### src/rtl/code_sender_pkg.sv
// Shared definitions for the code sender block.
//   state_t        : sequencer states
//   DEF_*          : default parameter values used by code_sender and tick_gen
//   digit_at()     : picks one 4-bit digit out of the 16-bit code, MSD first
//   max3()         : largest of three ints, used to size the tick-phase counter
package code_sender_pkg;

  typedef enum logic [2:0] {
    IDLE,
    WAKE,
    GAP,
    SEND,
    WAIT_RESP,
    DONE
  } state_t;

  localparam int DEF_TICK_DIV   = 50_000_000;
  localparam int DEF_HOLD_TICKS = 1;
  localparam int DEF_GAP_TICKS  = 1;
  localparam int DEF_RESP_TICKS = 4;

  // Index 0 is the first digit on the wire, which is code[15:12].
  function automatic logic [3:0] digit_at(input logic [15:0] code, input logic [1:0] idx);
    logic [3:0] d;
    case (idx)
      2'd0:    d = code[15:12];
      2'd1:    d = code[11:8];
      2'd2:    d = code[7:4];
      default: d = code[3:0];
    endcase
    return d;
  endfunction

  function automatic int max3(input int a, input int b, input int c);
    int m;
    m = (a > b) ? a : b;
    return (m > c) ? m : c;
  endfunction

endpackage

### src/rtl/code_sender_if.sv
// Handshake bundle between a code sender and its surroundings.
//   start, code            : request side, one-cycle start with the 16-bit code
//   result_ok, result_bad  : verdict lines from the external checker
//   digit, enable          : digit bus and active-low submit strobe to the checker
//   busy, done             : transfer status, done is a one-cycle pulse
//   pass, fail, timeout    : sticky verdict flags
// master: the side that requests transfers and supplies checker verdicts.
// slave : the code sender itself.
interface code_sender_if;
  logic        start;
  logic [15:0] code;
  logic        result_ok;
  logic        result_bad;
  logic [3:0]  digit;
  logic        enable;
  logic        busy;
  logic        done;
  logic        pass;
  logic        fail;
  logic        timeout;

  modport master (
    output start, code, result_ok, result_bad,
    input  digit, enable, busy, done, pass, fail, timeout
  );

  modport slave (
    input  start, code, result_ok, result_bad,
    output digit, enable, busy, done, pass, fail, timeout
  );
endinterface

### src/rtl/code_sender_tick_gen.sv
// Tick prescaler: emits a one-cycle tick every TICK_DIV clk cycles.
//   clk  : system clock
//   rst  : asynchronous active-low reset
//   clr  : synchronous clear, restarts the count so the next tick is TICK_DIV
//          cycles after the clearing edge
//   tick : high for one clk once per period
module tick_gen
  import code_sender_pkg::*;
#(
  parameter int TICK_DIV = DEF_TICK_DIV
) (
  input  logic clk,
  input  logic rst,
  input  logic clr,
  output logic tick
);

  localparam int             CW   = (TICK_DIV > 2) ? $clog2(TICK_DIV) : 1;
  localparam logic [CW-1:0]  LAST = CW'(TICK_DIV - 1);

  logic [CW-1:0] cnt_q;

  always_ff @(posedge clk or negedge rst) begin
    if (!rst) begin
      cnt_q <= '0;
    end else if (clr || (cnt_q == LAST)) begin
      cnt_q <= '0;
    end else begin
      cnt_q <= cnt_q + 1'b1;
    end
  end

  assign tick = (cnt_q == LAST);

endmodule

### src/rtl/code_sender.sv
// Code sender: clocks a 4-digit code into an external checker as a wake strobe
// followed by four digit strobes, then waits for the checker's verdict.
//   clk  : system clock
//   rst  : asynchronous active-low reset
//   bus  : code_sender_if.slave (start/code in, checker results in,
//          digit/enable strobe out, busy/done/pass/fail/timeout out)
// All sequencing advances on the prescaler tick; only start capture and result
// sampling happen on every clk.
module code_sender
  import code_sender_pkg::*;
#(
  parameter int TICK_DIV   = DEF_TICK_DIV,
  parameter int HOLD_TICKS = DEF_HOLD_TICKS,
  parameter int GAP_TICKS  = DEF_GAP_TICKS,
  parameter int RESP_TICKS = DEF_RESP_TICKS
) (
  input  logic          clk,
  input  logic          rst,
  code_sender_if.slave  bus
);

  localparam int TMAX = max3(HOLD_TICKS, GAP_TICKS, RESP_TICKS);
  localparam int TCW  = (TMAX > 1) ? $clog2(TMAX + 1) : 1;

  localparam logic [TCW-1:0] HOLD_LAST = TCW'(HOLD_TICKS - 1);
  localparam logic [TCW-1:0] GAP_LAST  = TCW'(GAP_TICKS - 1);
  localparam logic [TCW-1:0] RESP_LAST = TCW'(RESP_TICKS - 1);
  localparam logic [TCW-1:0] GAP_DONE  = TCW'(GAP_TICKS);

  state_t          state_q, state_d;
  logic [TCW-1:0]  tcnt_q, tcnt_d;     // ticks spent in the current phase
  logic [1:0]      idx_q, idx_d;       // next digit to send, wraps after 4th
  logic            sent_q, sent_d;     // all four digits have gone out
  logic [15:0]     code_q, code_d;
  logic            pass_q, pass_d;
  logic            fail_q, fail_d;
  logic            timeout_q, timeout_d;

  logic            tick;
  logic            tick_clr;
  logic            enable_c;
  logic [3:0]      digit_c;
  logic            busy_c;
  logic            done_c;

  tick_gen #(
    .TICK_DIV (TICK_DIV)
  ) u_tick (
    .clk  (clk),
    .rst  (rst),
    .clr  (tick_clr),
    .tick (tick)
  );

  always_ff @(posedge clk or negedge rst) begin
    if (!rst) begin
      state_q   <= IDLE;
      tcnt_q    <= '0;
      idx_q     <= '0;
      sent_q    <= 1'b0;
      code_q    <= '0;
      pass_q    <= 1'b0;
      fail_q    <= 1'b0;
      timeout_q <= 1'b0;
    end else begin
      state_q   <= state_d;
      tcnt_q    <= tcnt_d;
      idx_q     <= idx_d;
      sent_q    <= sent_d;
      code_q    <= code_d;
      pass_q    <= pass_d;
      fail_q    <= fail_d;
      timeout_q <= timeout_d;
    end
  end

  always_comb begin
    state_d   = state_q;
    tcnt_d    = tcnt_q;
    idx_d     = idx_q;
    sent_d    = sent_q;
    code_d    = code_q;
    pass_d    = pass_q;
    fail_d    = fail_q;
    timeout_d = timeout_q;
    tick_clr  = 1'b0;
    enable_c  = 1'b1;
    digit_c   = 4'd0;
    busy_c    = 1'b1;
    done_c    = 1'b0;

    case (state_q)
      IDLE: begin
        busy_c = 1'b0;
        if (bus.start) begin
          code_d    = bus.code;
          pass_d    = 1'b0;
          fail_d    = 1'b0;
          timeout_d = 1'b0;
          tcnt_d    = '0;
          idx_d     = '0;
          sent_d    = 1'b0;
          tick_clr  = 1'b1;
          state_d   = WAKE;
        end
      end

      WAKE: begin
        enable_c = 1'b0;
        if (tick) begin
          if (tcnt_q == HOLD_LAST) begin
            tcnt_d  = '0;
            state_d = GAP;
          end else begin
            tcnt_d = tcnt_q + 1'b1;
          end
        end
      end

      GAP: begin
        // Pre-present the upcoming digit so it is settled before enable falls.
        digit_c = sent_q ? 4'd0 : digit_at(code_q, idx_q);
        if (tick) begin
          if (tcnt_q == GAP_LAST) begin
            if (sent_q) begin
              // The response window is measured from the end of the last
              // strobe, so the final gap already counts toward it.
              tcnt_d  = GAP_DONE;
              state_d = WAIT_RESP;
            end else begin
              tcnt_d  = '0;
              state_d = SEND;
            end
          end else begin
            tcnt_d = tcnt_q + 1'b1;
          end
        end
      end

      SEND: begin
        enable_c = 1'b0;
        digit_c  = digit_at(code_q, idx_q);
        if (tick) begin
          if (tcnt_q == HOLD_LAST) begin
            tcnt_d  = '0;
            idx_d   = idx_q + 2'd1;
            sent_d  = sent_q | (idx_q == 2'd3);
            state_d = GAP;
          end else begin
            tcnt_d = tcnt_q + 1'b1;
          end
        end
      end

      WAIT_RESP: begin
        // Results are checked every clk; bad wins over ok when both appear.
        if (bus.result_bad) begin
          fail_d  = 1'b1;
          state_d = DONE;
        end else if (bus.result_ok) begin
          pass_d  = 1'b1;
          state_d = DONE;
        end else if (tick) begin
          if (tcnt_q >= RESP_LAST) begin
            timeout_d = 1'b1;
            state_d   = DONE;
          end else begin
            tcnt_d = tcnt_q + 1'b1;
          end
        end
      end

      DONE: begin
        done_c  = 1'b1;
        state_d = IDLE;
      end

      default: begin
        state_d = IDLE;
      end
    endcase
  end

  assign bus.enable  = enable_c;
  assign bus.digit   = digit_c;
  assign bus.busy    = busy_c;
  assign bus.done    = done_c;
  assign bus.pass    = pass_q;
  assign bus.fail    = fail_q;
  assign bus.timeout = timeout_q;

endmodule

### src/flat_wrapper.sv
// flat-port wrapper written by rule: the top's interface ports become plain ports
module code_sender_flat import code_sender_pkg::*;
#(
  parameter int TICK_DIV   = DEF_TICK_DIV,
  parameter int HOLD_TICKS = DEF_HOLD_TICKS,
  parameter int GAP_TICKS  = DEF_GAP_TICKS,
  parameter int RESP_TICKS = DEF_RESP_TICKS
)
  (clk, rst, bus_start, bus_code, bus_result_ok, bus_result_bad, bus_digit, bus_enable, bus_busy, bus_done, bus_pass, bus_fail, bus_timeout);
  code_sender_if bus_i ();
  input  logic clk;
  input  logic rst;
  input wire logic [$bits(bus_i.start)-1:0] bus_start;
  input wire logic [$bits(bus_i.code)-1:0] bus_code;
  input wire logic [$bits(bus_i.result_ok)-1:0] bus_result_ok;
  input wire logic [$bits(bus_i.result_bad)-1:0] bus_result_bad;
  output wire logic [$bits(bus_i.digit)-1:0] bus_digit;
  output wire logic [$bits(bus_i.enable)-1:0] bus_enable;
  output wire logic [$bits(bus_i.busy)-1:0] bus_busy;
  output wire logic [$bits(bus_i.done)-1:0] bus_done;
  output wire logic [$bits(bus_i.pass)-1:0] bus_pass;
  output wire logic [$bits(bus_i.fail)-1:0] bus_fail;
  output wire logic [$bits(bus_i.timeout)-1:0] bus_timeout;
  assign bus_i.start = bus_start;
  assign bus_i.code = bus_code;
  assign bus_i.result_ok = bus_result_ok;
  assign bus_i.result_bad = bus_result_bad;
  assign bus_digit = bus_i.digit;
  assign bus_enable = bus_i.enable;
  assign bus_busy = bus_i.busy;
  assign bus_done = bus_i.done;
  assign bus_pass = bus_i.pass;
  assign bus_fail = bus_i.fail;
  assign bus_timeout = bus_i.timeout;
  code_sender #(.TICK_DIV(TICK_DIV), .HOLD_TICKS(HOLD_TICKS), .GAP_TICKS(GAP_TICKS), .RESP_TICKS(RESP_TICKS)) u_core (.clk(clk), .rst(rst), .bus(bus_i));
endmodule
### config.mk
export PLATFORM = sky130hd
export DESIGN_NAME = code_sender_flat
export DESIGN_NICKNAME = d
export VERILOG_FILES = /design/src/rtl/code_sender_pkg.sv /design/src/rtl/code_sender_if.sv /design/src/rtl/code_sender_tick_gen.sv /design/src/rtl/code_sender.sv /design/src/flat_wrapper.sv
export SDC_FILE = /design/constraint.sdc
export NUM_CORES = 1
export LEC_CHECK = 0
export CORE_AREA = 5 5 90 92
export DETAILED_ROUTE_END_ITERATION = 7
export DIE_AREA = 0 0 95 97
export SYNTH_ARGS = -nofsm -noshare
export SYNTH_HDL_FRONTEND = slang
export SYNTH_SLANG_ARGS = --single-unit
### constraint.sdc
create_clock -name clk -period 3 [get_ports clk]
set_input_delay 0.45 -clock clk [delete_from_list [all_inputs] [get_ports clk]]
set_output_delay 0.45 -clock clk [all_outputs]
set_load 0.01 [all_outputs]
==> impl_metrics.toml <==
[outcome]
status = "finished, final reports clean"

[clocking]
cts-root-buf = "clkbuf_8"
cts_max_path_buffers = 2
cts-resized-gates = 0
cts_tree = "done"
clk_pin_slew_worst_paths_ns = 0.10
post-cts-setup-buffer-count = 0
htree_levels = 2
clkSinkCount = 54
cts_buffers = 5
insertion_delay_ns = 0.31
hold_buffers = 0

[global_routing]
antenna_found_initial = 0
grt_max_degree = 32
grt-ovfl-total = 0
grt_usage = 0.129
grt_first_pass_wirelength_mm = 9.78
grt_pass1_vias = 2028

[critical_path]
worst_setup_path_start_kind = "flip-flop"
crit_required_ns = 2.55
path_max_fanout = 4
cp.arrival_ns = 2.17
worstSetupPathType = "reg2out"
end_kind = "output port"

[synthesis]
syn_inst = 273
synth_seq_area_share = 0.490
yosysWarnings = 0
synth_ff_type = "dfrtp_1"
post_synth.cell_area_avg_um2 = 10.1
ys_types = 40
ys_ff_latch = 54
synth_edf_count = 0
synth-async-reset-ratio = 1.00
synth_area_um2 = 2760
syn_nets = 302

[timing]
relSlewSlack = 0.636
fin_crit_ns = 2.62
rsz0062_at_grt = "false"
final-setup-viol-count = 0
hold_violations = 0
worst_pin_slew_ns = 0.545
fin_crit_sh = 0.873
maxSlewViolCount = 0
fmax_ghz = 0.382
fin_skew_ns = 0.0122
tns_ns = 0

[placement]
place_inst = 400
dp_hpwl_mm = 4.09
place.gp.congestion = 0.868
dpl-instance-area_um2 = 3190
io_buffers = 30

[routing]
viasPerCell = 5.09
avgRoutedWirePerCell_um = 13.8
drc_errors = 0
first_pass_iters = 7
ant_nets = 0
vias = 2076
drt_iter0_markers = 115
wirelength_mm = 5.63

[finish]
fin_util = 0.460
antenna-diode-count = 0
final_design_area_no_fill_um2 = 3280
nFillCells = 697
fin_cells = 408
fin_nets = 337
drive_above_1_share = 0.126
syn2layout_area_growth_pct = 19.0

[power_and_ir_drop]
power_leakage_nw = 1.40
pwr-share-comb = 0.236
swShare = 0.303
p_int_mw = 1.29
totalPowerFinal_mw = 1.85
power.density_nw_per_um2 = 563
p_sw_uw = 560
clock_power_share = 0.228
vdd_drop_max_mv = 0.260
power_frac_seq = 0.536

[floorplan]
core_area_um2 = 7140
die_h_um = 97
rows = 31
die_x_um = 95
start_util = 0.386
die_area_um2 = 9220
ios = 31

[flow_run]
max-cap-violations = 0

[min_path]
holdCritPathClass = "in2async"
-- placed cells by master, fill, tap and decap left out, drive strengths merged, types with 2 or more instances in the layout --
cell           count
a211oi             3
a21o               3
a21oi             14
a222oi             4
a41oi              2
and3               6
buf                7
clkbuf             5
clkdlybuf4s50     29
clkinvlp           2
dfrtp             54
ha                 8
inv               10
mux2              19
nand2             10
nand2b             6
nand3             12
nand4              8
nor2              47
nor2b              4
nor3               4
nor4               3
o21ai              8
or3                4
or4                2
xnor2              7
xor2              15
-- path summary, 6_finish.rpt --
kind	cells past startpoint	from	slack (ns)	to
setup / recovery	7	u_core.idx_q[0]	0.38	bus_digit[3]
min in group clk	1	u_core.code_q[2]	0.52	u_core.code_q[2]
setup reg to reg	5	u_core.u_tick.cnt_q[16]	0.74	u_core.state_q[2]
hold / removal	1	rst	0.11	u_core.u_tick.cnt_q[21]
hold reg to reg	1	u_core.code_q[2]	0.52	u_core.code_q[2]
max in group asynchronous	2	rst	2.10	u_core.state_q[0]
-- cell usage after synthesis, types with 2 or more instances --
master / count / area (um2)
nor3_1: 4 / 20.0
a211oi_1: 3 / 22.5
inv_1: 9 / 33.8
ha_1: 8 / 100
nand2_1: 10 / 37.5
nor4_1: 2 / 12.5
o21ai_0: 8 / 40.0
clkbuf_1: 4 / 15.0
a222oi_1: 4 / 40.0
nor2_1: 47 / 176
buf_1: 2 / 7.51
mux2_2: 19 / 214
or4_4: 2 / 22.5
xnor2_1: 7 / 61.3
or3_1: 4 / 25.0
nand2b_1: 6 / 37.5
a41oi_1: 2 / 17.5
a21oi_1: 14 / 70.1
xor2_1: 15 / 131
dfrtp_1: 54 / 1350
nand4_1: 8 / 50.1
a21o_1: 3 / 22.5
and3_1: 6 / 37.5
nand3_1: 12 / 60.1
nor2b_1: 4 / 25.0
buf_2: 2 / 10.0
-- worst max-delay path: stages, from the launching register on --
cell and delay, ns:
dfrtp_1 0.42, inv_1 0.08, ha_1 0.25, a222oi_1 0.39
nor2_1 0.07, a21oi_1 0.12, nor2_1 0.05, clkdlybuf4s50_1 0.48
-- cell type report --
class	count	area [um2]	area share
Multi-Input combinational cell	202	1340	0.408
Timing Repair Buffer	36	340	0.104
Clock inverter	3	23.8	0.00724
Clock buffer	5	68.8	0.0210
Tap cell	99	124	0.0377
Sequential cell	54	1350	0.412
Inverter	9	33.8	0.0103
-- power groups by stage --
stage,sequential (mW),combinational [mW],clock (mW)
after floorplan,0.974,0.324,0
after global placement,1.00,0.435,0
after detailed placement,1.01,0.443,0
after CTS,0.991,0.445,0.444
after global routing,1.01,0.499,0.464
final,0.991,0.436,0.422
-- registers in the layout, indices dropped and copies added (netlist names) --
register / flops
u_core.idx_q: 2
u_core.state_q: 3
u_core.bus.pass: 1
u_core.code_q: 16
u_core.bus.timeout: 1
u_core.sent_q: 1
u_core.tcnt_q: 3
u_core.bus.fail: 1
u_core.u_tick.cnt_q: 26
-- layer usage --
metal,GRT usage,wire [um],vias to the layer above
met1,0.188,2800,996
li1,-,-,1028
met5,0,0,-
met4,0.0366,59,0
met2,0.188,2430,46
met3,0.0341,339,6
-- through the flow --
stage / worst slack [ns] / hold slack (ns)
4_1_cts: 0.327 / 0.128
3_3_place_gp: 0.568 / 0.476
3_5_place_dp: 0.558 / 0.468
6_report: 0.382 / 0.107
5_1_grt: 0.223 / 0.149
2_1_floorplan: 0.850 / 0.154
-- logic make-up (layout without fill, tap and decap cells) --
logic type                 count (synthesis)  count (layout)  share of synthesized area
and+or+nand+nor                          112             112                      0.205
DFF                                       54              54                      0.490
AOI/OAI and AO/OA                         40              40                     0.0935
xor gates and xnor gates                  22              22                     0.0699
muxes                                     20              20                     0.0812
buffers and inverters                     17              53                     0.0240
adders and majority gates                  8               8                     0.0363
No activity file was read; power rests on OpenSTA's default activity.
